`src/rtl/i2s_tdm_capture.sv`:
```
// I2S / left-justified / TDM capture front-end: oversamples the codec pads on AMSCK,
// deserialises NUM_CH slots per frame and hands each sample to its per-channel FIFO.
//  state   | meaning
//  IDLE    | capture disabled
//  WAIT_FS | waiting for a falling lrck (frame start)
//  SKIP    | I2S delay bclk between frame sync and MSB
//  SHIFT   | shifting slot bits MSB-first
`timescale 1ns/1ps
module i2s_tdm_capture #(
  parameter int DATA_W  = 24,
  parameter int SLOT_W  = 32,
  parameter int NUM_CH  = 2,
  parameter int JUSTIFY = 0,
  localparam int CH_W   = (NUM_CH > 1) ? $clog2(NUM_CH) : 1
) (
  input  logic              AMSCK,
  input  logic              aresetn,
  input  logic              enable,
  input  logic              bclk,
  input  logic              lrck,
  input  logic              sdin,
  input  logic [NUM_CH-1:0] fifo_full,
  output logic [NUM_CH-1:0] fifo_wr_en,
  output logic [DATA_W-1:0] fifo_wr_data,
  output logic [CH_W-1:0]   sample_ch,
  output logic              sample_valid,
  output logic [NUM_CH-1:0] ovf_sticky,
  input  logic              ovf_clr,
  output logic [15:0]       drop_cnt,
  output logic              frame_err
);

  localparam int BIT_W = (SLOT_W > 1) ? $clog2(SLOT_W) : 1;
  localparam int SH_W  = (DATA_W > 1) ? DATA_W - 1 : 1;
  localparam logic [BIT_W-1:0] LAST_DATA = BIT_W'(DATA_W - 1);
  localparam logic [BIT_W-1:0] LAST_BIT  = BIT_W'(SLOT_W - 1);
  localparam logic [CH_W-1:0]  LAST_CH   = CH_W'(NUM_CH - 1);

  if (DATA_W < 1 || DATA_W > SLOT_W) begin : g_bad_data_w
    $error("i2s_tdm_capture: DATA_W must be within 1..SLOT_W");
  end
  if (NUM_CH < 1) begin : g_bad_num_ch
    $error("i2s_tdm_capture: NUM_CH must be at least 1");
  end

  typedef enum logic [1:0] {IDLE, WAIT_FS, SKIP, SHIFT} state_t;

  logic bclk_s1, bclk_s2, bclk_d;
  logic lrck_s1, lrck_s2, lrck_prev;
  logic sdin_s1, sdin_s2;
  logic tick, fs;

  state_t           state;
  logic [BIT_W-1:0] bit_cnt;
  logic [CH_W-1:0]  slot;
  logic [SH_W-1:0]  shift_q;
  logic [DATA_W-1:0] shift_nxt;

  logic             do_bit, last_bit, fs_err, emit, slot_end, frame_end;
  logic [BIT_W-1:0] bit_idx;
  logic [CH_W-1:0]  slot_idx;

  logic              drop;
  logic [NUM_CH-1:0] sticky_nxt;
  logic [15:0]       cnt_base, cnt_nxt;

  always_ff @(posedge AMSCK or negedge aresetn) begin
    if (!aresetn) begin
      bclk_s1   <= 1'b0;
      bclk_s2   <= 1'b0;
      bclk_d    <= 1'b0;
      lrck_s1   <= 1'b0;
      lrck_s2   <= 1'b0;
      lrck_prev <= 1'b0;
      sdin_s1   <= 1'b0;
      sdin_s2   <= 1'b0;
    end else begin
      bclk_s1 <= bclk;
      bclk_s2 <= bclk_s1;
      bclk_d  <= bclk_s2;
      lrck_s1 <= lrck;
      lrck_s2 <= lrck_s1;
      sdin_s1 <= sdin;
      sdin_s2 <= sdin_s1;
      if (tick) lrck_prev <= lrck_s2;
    end
  end

  assign tick = bclk_s2 & ~bclk_d;
  assign fs   = tick & lrck_prev & ~lrck_s2;

  if (DATA_W == 1) begin : g_shift_1
    assign shift_nxt = sdin_s2;
  end else begin : g_shift_n
    assign shift_nxt = {shift_q[DATA_W-2:0], sdin_s2};
  end

  assign last_bit = (bit_cnt == LAST_BIT) && (slot == LAST_CH);
  // In I2S the next frame's sync lands on the final (padding) bit of the last slot.
  assign fs_err = fs && ((state == SKIP) ||
                  ((state == SHIFT) && !((JUSTIFY == 0) && last_bit)));

  always_comb begin
    do_bit   = 1'b0;
    bit_idx  = bit_cnt;
    slot_idx = slot;
    if (tick) begin
      case (state)
        WAIT_FS: if (fs && (JUSTIFY != 0)) begin
          do_bit   = 1'b1;
          bit_idx  = '0;
          slot_idx = '0;
        end
        SKIP: if (!fs) begin
          do_bit  = 1'b1;
          bit_idx = '0;
        end
        SHIFT: begin
          if (!fs || ((JUSTIFY == 0) && last_bit)) begin
            do_bit = 1'b1;
          end else if (JUSTIFY != 0) begin
            do_bit   = 1'b1;
            bit_idx  = '0;
            slot_idx = '0;
          end
        end
        default: ;
      endcase
    end
  end

  assign emit      = do_bit && (bit_idx == LAST_DATA);
  assign slot_end  = do_bit && (bit_idx == LAST_BIT);
  assign frame_end = slot_end && (slot_idx == LAST_CH);

  always_ff @(posedge AMSCK or negedge aresetn) begin
    if (!aresetn) begin
      state        <= IDLE;
      bit_cnt      <= '0;
      slot         <= '0;
      shift_q      <= '0;
      fifo_wr_data <= '0;
      sample_ch    <= '0;
      sample_valid <= 1'b0;
      frame_err    <= 1'b0;
    end else begin
      sample_valid <= 1'b0;
      frame_err    <= 1'b0;
      if (!enable) begin
        state   <= IDLE;
        bit_cnt <= '0;
        slot    <= '0;
      end else if (tick) begin
        if (state == IDLE) begin
          state <= WAIT_FS;
        end else begin
          frame_err <= fs_err;
          if (do_bit) begin
            shift_q <= shift_nxt[SH_W-1:0];
            if (emit) begin
              fifo_wr_data <= shift_nxt;
              sample_ch    <= slot_idx;
              sample_valid <= 1'b1;
            end
          end
          if (fs && (JUSTIFY == 0)) begin
            state   <= SKIP;
            bit_cnt <= '0;
            slot    <= '0;
          end else if (do_bit) begin
            if (frame_end) begin
              state   <= WAIT_FS;
              bit_cnt <= '0;
              slot    <= '0;
            end else if (slot_end) begin
              state   <= SHIFT;
              bit_cnt <= '0;
              slot    <= slot_idx + CH_W'(1);
            end else begin
              state   <= SHIFT;
              bit_cnt <= bit_idx + BIT_W'(1);
              slot    <= slot_idx;
            end
          end
        end
      end
    end
  end

  always_comb begin
    fifo_wr_en = '0;
    for (int i = 0; i < NUM_CH; i++) begin
      fifo_wr_en[i] = sample_valid && (sample_ch == CH_W'(i)) && !fifo_full[i];
    end
  end

  assign drop = sample_valid && fifo_full[sample_ch];

  // A clear and a drop in the same cycle keep the drop.
  always_comb begin
    sticky_nxt = ovf_clr ? '0 : ovf_sticky;
    cnt_base   = ovf_clr ? 16'd0 : drop_cnt;
    cnt_nxt    = cnt_base;
    if (drop) begin
      sticky_nxt[sample_ch] = 1'b1;
      if (cnt_base != 16'hFFFF) cnt_nxt = cnt_base + 16'd1;
    end
  end

  always_ff @(posedge AMSCK or negedge aresetn) begin
    if (!aresetn) begin
      ovf_sticky <= '0;
      drop_cnt   <= '0;
    end else begin
      ovf_sticky <= sticky_nxt;
      drop_cnt   <= cnt_nxt;
    end
  end

endmodule

```
`config.mk`:
```
export PLATFORM = sky130hd
export DESIGN_NAME = i2s_tdm_capture
export DESIGN_NICKNAME = d
export VERILOG_FILES = /design/src/rtl/i2s_tdm_capture.sv
export SDC_FILE = /design/constraint.sdc
export NUM_CORES = 1
export LEC_CHECK = 0
export BUFFER_PORTS_ARGS = -buffer_cell sky130_fd_sc_hd__buf_2
export CELL_PAD_IN_SITES_DETAIL_PLACEMENT = 0
export CELL_PAD_IN_SITES_GLOBAL_PLACEMENT = 1
export CORE_UTILIZATION = 50
export DETAILED_ROUTE_END_ITERATION = 16
export GPL_ROUTABILITY_DRIVEN = 0
export MAX_ROUTING_LAYER = met4
export PLACE_DENSITY = 0.95
export SLEW_MARGIN = 25
export SYNTH_ARGS = -nofsm -noshare
export SYNTH_HDL_FRONTEND = slang
export SYNTH_SLANG_ARGS = --single-unit
export TNS_END_PERCENT = 30
```
`constraint.sdc`:
```
create_clock -name AMSCK -period 8.2 [get_ports AMSCK]
set_input_delay 0.82 -clock AMSCK [delete_from_list [all_inputs] [get_ports AMSCK]]
set_output_delay 0.82 -clock AMSCK [all_outputs]
set_load 0.05 [all_outputs]
```
=== Yosys cells after proc, flatten, opt, wreduce, memory -nomap -nowiden ===
Index checks and enable logic that the tools add are counted.

* Add/subtract/negate cells: 3
* Order comparisons: 2
* Equal/unequal tests: 11
* Mux-type cells: 44
* Bitwise gates (word level): 8
* Reduce and logical (&&, ||, !) cells: 24

{| class="wikitable"
|+ Operators by type and width
! kind !! number
|-
| $mux W5 || 10
|-
| $mux W16 || 3
|-
| $mux W1 || 21
|-
| $add A16 B1 Y16 const B || 1
|-
| $mux W2 || 8
|-
| $ne A16 B16 Y1 const B || 1
|-
| $eq A5 B5 Y1 const B || 3
|-
| $logic_and A1 B1 Y1 || 12
|-
| $ne A4 B1 Y1 const B || 2
|-
| $reduce_and A4 Y1 || 2
|-
| $add A5 B1 Y5 const B || 1
|-
| $reduce_and A5 Y1 || 1
|-
| $eq A2 B2 Y1 const B || 2
|-
| $logic_not A1 Y1 || 4
|-
| $not A1 Y1 || 4
|-
| $and A1 B1 Y1 || 3
|-
| $ne A3 B1 Y1 const B || 1
|-
| $reduce_and A3 Y1 || 1
|-
| $logic_not A2 Y1 || 1
|-
| $logic_or A1 B1 Y1 || 2
|-
| $lt A1 B2 Y1 const B || 1
|-
| $ne A2 B1 Y1 const B || 1
|-
| $ne A2 B2 Y1 const B || 1
|-
| $or A2 B2 Y2 || 1
|-
| 5 further kinds || 5
|}

* Register bits: 84
* Output and inout bits: 47
* Logic and storage cells: 110

=== Longest topological paths before layout ===
* Depth in word-level cells: 17
* Gate-level depth with buffers: 11
* Mapped depth without buffers: 11

=== Worst setup path before layout ===
Ideal clock, no wire load.

* Kind: input-to-reg
* From: input ovf_clr
* To: register drop_cnt[10]
* Setup time: 0.127 ns
* Data arrival time: 2.729 ns
* Data required time: 8.073 ns
* Path slack: 5.344 ns
* Cell stages on the path: 8
* Path buffers: 2
* Path through: clkbuf_1 clkbuf_1 nor2b_1 ha_1 nand4b_1 nor4_1 and4bb_2 mux2_1

* Longest elaborated chain between the ends: 4

{| class="wikitable"
|+ Ends and longest elaborated chain
! element !! RTL line !! source
|-
| start, declared || 28 || <nowiki>input logic ovf_clr,</nowiki>
|-
| $mux W16 (*) || 202 || <nowiki>cnt_base = ovf_clr ? 16'd0 : drop_cnt;</nowiki>
|-
| $add A16 B1 Y16 or $ne A16 B16 Y1 (tied branches) || 206 || <nowiki>if (cnt_base != 16'hFFFF) cnt_nxt = cnt_base + 16'd1;</nowiki>
|-
| $mux W16 || 206 ||
|-
| $mux W16 (*) || 204 || <nowiki>if (drop) begin</nowiki>
|-
| via cnt_nxt[10] || 65 || <nowiki>logic [15:0] cnt_base, cnt_nxt;</nowiki>
|-
| end signal, assigned || 216 || <nowiki>drop_cnt <= cnt_nxt;</nowiki>
|-
| end, declared || 29 || <nowiki>output logic [15:0] drop_cnt,</nowiki>
|}

Mark *: on every way through the listed nets, which the timed path passes. The rest lies on a longest branch.
A chain may end at the register's enable or synchronous reset.

=== Worst setup path in the final report ===
* From: register state[1]
* To: register bit_cnt[3]

* Longest elaborated chain between the ends: 12

{| class="wikitable"
|+ Ends and longest elaborated chain
! element !! RTL line !! source
|-
| start, declared || 53 || <nowiki>state_t state;</nowiki>
|-
| start signal, assigned || 138 || <nowiki>state <= IDLE;</nowiki>
|-
| start signal, assigned || 150 || <nowiki>state <= IDLE;</nowiki>
|-
| start signal, assigned || 155 || <nowiki>state <= WAIT_FS;</nowiki>
|-
| branches (longest 12 deep; another with $add A5 B1 Y5) || - ||
|-
| end signal, assigned || 181 || <nowiki>bit_cnt <= bit_idx + BIT_W'(1);</nowiki>
|-
| end, declared || 54 || <nowiki>logic [BIT_W-1:0] bit_cnt;</nowiki>
|}

Parallel ways; which one is timed is not known. The select of a mux whose other input is x is not followed.

==> impl_results.rst <==
.. list-table::
   :header-rows: 1

   * - Metric
     - Value
   * - Run status
     - finished clean
   * - Residual antenna-violating net count after detailed routing
     - 0
   * - Slew at the pin closest to its max-slew limit
     - between 0.7 and 0.8 ns
   * - Worst max-slew margin expressed relative to the limit
     - 0.506
   * - Largest net degree at the start of global routing
     - 85
   * - Worst hold path type
     - flop to flop
   * - Maximum cell stage delay along the critical path
     - between 0.4 and 0.5 ns
   * - Average wire length per cell after detail routing
     - 15.3 um
   * - TritonCTS clock tree
     - yes
   * - Layout cells sized above 1
     - 0.382
   * - Critical Setup Path Class
     - flop to flop
   * - Drt first-iter violations
     - approximately 120
   * - Register bit count reported by yosys
     - 84
   * - Vias in the first global route
     - about 2,400
   * - Ports
     - between 50 and 60
   * - VDD IR-drop max
     - ~0.00016 V
   * - Die extent in y
     - between 80 and 90 um
   * - Cell count after synthesis
     - 298
   * - Most common library cell in the layout ignoring fill and taps
     - dfrtp_1
   * - Final Util
     - 0.598
   * - Worst path buffer plus inverter count
     - 0
   * - Synthesis-to-finish area growth
     - 14.0%
   * - Crit end category
     - flop
   * - Mean instance size in the synthesized netlist
     - 12.9 um2
   * - Hold slack final
     - roughly 0.36 ns
   * - Number of iterations in the first detailed-routing pass
     - 4
   * - Area inside the core boundary
     - about 7300 um2
   * - Number of vias per cell after detailed routing
     - 5.51
   * - H-tree levels
     - 3
   * - Synthesized cell area
     - between 3000 and 4000 um2
   * - Final Cycle Share
     - 0.357
   * - # clock sinks
     - between 80 and 90
   * - Global-route wire length before repair
     - 11,400 um
   * - Die extent in x
     - approximately 90 um
   * - Number of unique standard cell types used by synthesis
     - 56
   * - Number of setup buffers added after CTS
     - 0
   * - Max-slew violations
     - 0
   * - Count of input and output buffers
     - 55
   * - Residual DRC
     - 0
   * - Total GRT Usage
     - 0.197
   * - Ordered cell list for the critical path
     - nand3b_1 > or3_1 > and2_1 > ha_1 > nand2_1 > nor3_1 > ha_1 > and2_1 > o21ai_0 > nand2_1 > o32ai_1
   * - Total of cells resized after clock tree synthesis
     - 0
   * - Proportion of register bits with asynchronous set or reset after synthesis
     - 1.00
   * - Final Routed Wirelength
     - roughly 7000 um
   * - Initial standard-cell utilization of the core
     - 0.524
   * - Total via count after detailed routing
     - about 2,500
   * - Syn Nets
     - 310
   * - Post-synthesis sequential area ratio
     - 0.547
   * - Data arrival time of the critical path
     - 3.20 ns
   * - Clock Skew
     - between 0.008 and 0.009 ns
   * - Highest-count cells in the layout ignoring fill and taps
     - dfrtp_1, buf_2, mux2_2
   * - Total Neg Setup Slack
     - 0 ns
   * - Endpoints failing setup
     - 0
   * - Number of warnings issued by yosys
     - 0
   * - Hold Violations, Final
     - 0
   * - Unrepaired setup endpoints after global routing
     - no
   * - Max-cap violation count
     - 0
   * - Family of cells with the greatest summed delay on the critical path
     - simple AND/OR/NAND/NOR gates
   * - Number of synthesized flops with an enable pin
     - 0
   * - DIE AREA
     - around 8000 um2
   * - Deepest clock path buffer count
     - 2
   * - Leading register cell type out of synthesis
     - dfrtp_1
   * - Peak Freq
     - about 340 MHz
   * - Req. time, crit path
     - about 8.5 ns
   * - Number of buffers created by CTS
     - 9
   * - Nature of the critical path startpoint
     - flop
   * - Slowest cell on the critical path
     - dfrtp_1
   * - ANT cells
     - 0
   * - Power per unit of standard cell area
     - between 150 and 200 nW/um2
   * - Number of nets in the finished design
     - 363
   * - Final critical-path required period
     - 2.93 ns
   * - Half-perimeter wire length after detailed placement
     - 4680 um
   * - Clock edge transition at the registers on the reported setup and hold paths
     - about 0.09 ns
   * - Pleak
     - around 2.2 nW
   * - Initial antenna violation count
     - 0
   * - Std-Cell Rows
     - 31
   * - Total of hold buffers inserted after clock tree synthesis
     - 0
   * - Root cell of the clock tree
     - clkbuf_8
   * - Congestion Overflow GR
     - 0
   * - Largest fanout on the critical path
     - 7
   * - Clock latency on the worst-skew pair
     - 0.36 ns
where the power goes:
group	switching, mW	internal [mW]	leakage (nW)	total (mW)
logic	0.0191	0.0118	0.944	0.0310
clock network	0.158	0.145	0.103	0.302
registers	0.00761	0.421	1.15	0.429
total	0.184	0.578	2.20	0.762
sequential cells by signal, indices dropped and copies added (netlist names), 2 cells and up:
register      flops
bit_cnt           5
drop_cnt         16
fifo_wr_data     24
ovf_sticky        2
shift_q          23
state             2
cell families (layout without fill, tap and decap cells):
kind of cell / count (synthesis) / after routing / synth area share
and+or+nand+nor: 88 / 88 / 0.147
buffers and inverters: 24 / 82 / 0.0316
adders and majority gates: 3 / 3 / 0.00977
xor gates and xnor gates: 2 / 2 / 0.00456
DFF: 84 / 84 / 0.547
muxes: 59 / 59 / 0.190
AOI/OAI and AO/OA: 38 / 38 / 0.0697
synth_stat cells (4+ instances only):
master,n,share of area
clkbuf_1,6,0.0059
nand3_1,10,0.013
buf_2,4,0.0052
o21ai_0,11,0.014
nor2_1,9,0.0088
nand2_1,14,0.014
inv_1,9,0.0088
mux2_2,34,0.10
nor3_1,8,0.010
a21oi_1,8,0.010
dfrtp_1,84,0.55
nand2b_1,4,0.0065
nor2b_1,8,0.013
nand4_1,5,0.0081
mux2_4,19,0.074
area by class of cell:
type,count,area [um2]
multi-input cells,190,1620
flip-flops and latches,84,2100
clock buffers,10,128
well taps,99,124
repair buffers,57,300
clock inverters,6,72.6
inverters,9,33.8
fillers,604,2950
routing by layer:
layer	GRT usage	part of all wire
met5	-	0
met2	0.302	0.48
met1	0.247	0.46
met3	0.0667	0.047
met4	0.0606	0.0085
stage by stage:
| stage | area, um2 | power (mW) | setup slack (ns) | cells |
|---|---|---|---|---|
| final | 4380 | 0.762 | 5.27 | 455 |
| after global routing | 4380 | 0.794 | 5.02 | 455 |
| after CTS | 4380 | 0.774 | 5.28 | 455 |
| after detailed placement | 4180 | 0.469 | 5.16 | 439 |
| after global placement | 4160 | 0.467 | 5.25 | 438 |
| after floorplan | 3840 | 0.454 | 5.34 | 298 |
path summary, 6_finish.rpt:
kind,startpoint,endpoint,slack (ns),depth (start not counted)
max in group asynchronous,aresetn,drop_cnt[3],7.20,1
worst min-delay path,sdin_s1,sdin_s2,0.36,0
worst max-delay path,state[1],bit_cnt[3],5.27,11
min in group asynchronous,aresetn,sdin_s1,0.47,1
worst min register to register,sdin_s1,sdin_s2,0.36,0
worst max register to register,state[1],bit_cnt[3],5.27,11
Note: power is estimated with default switching activity, not from simulation.
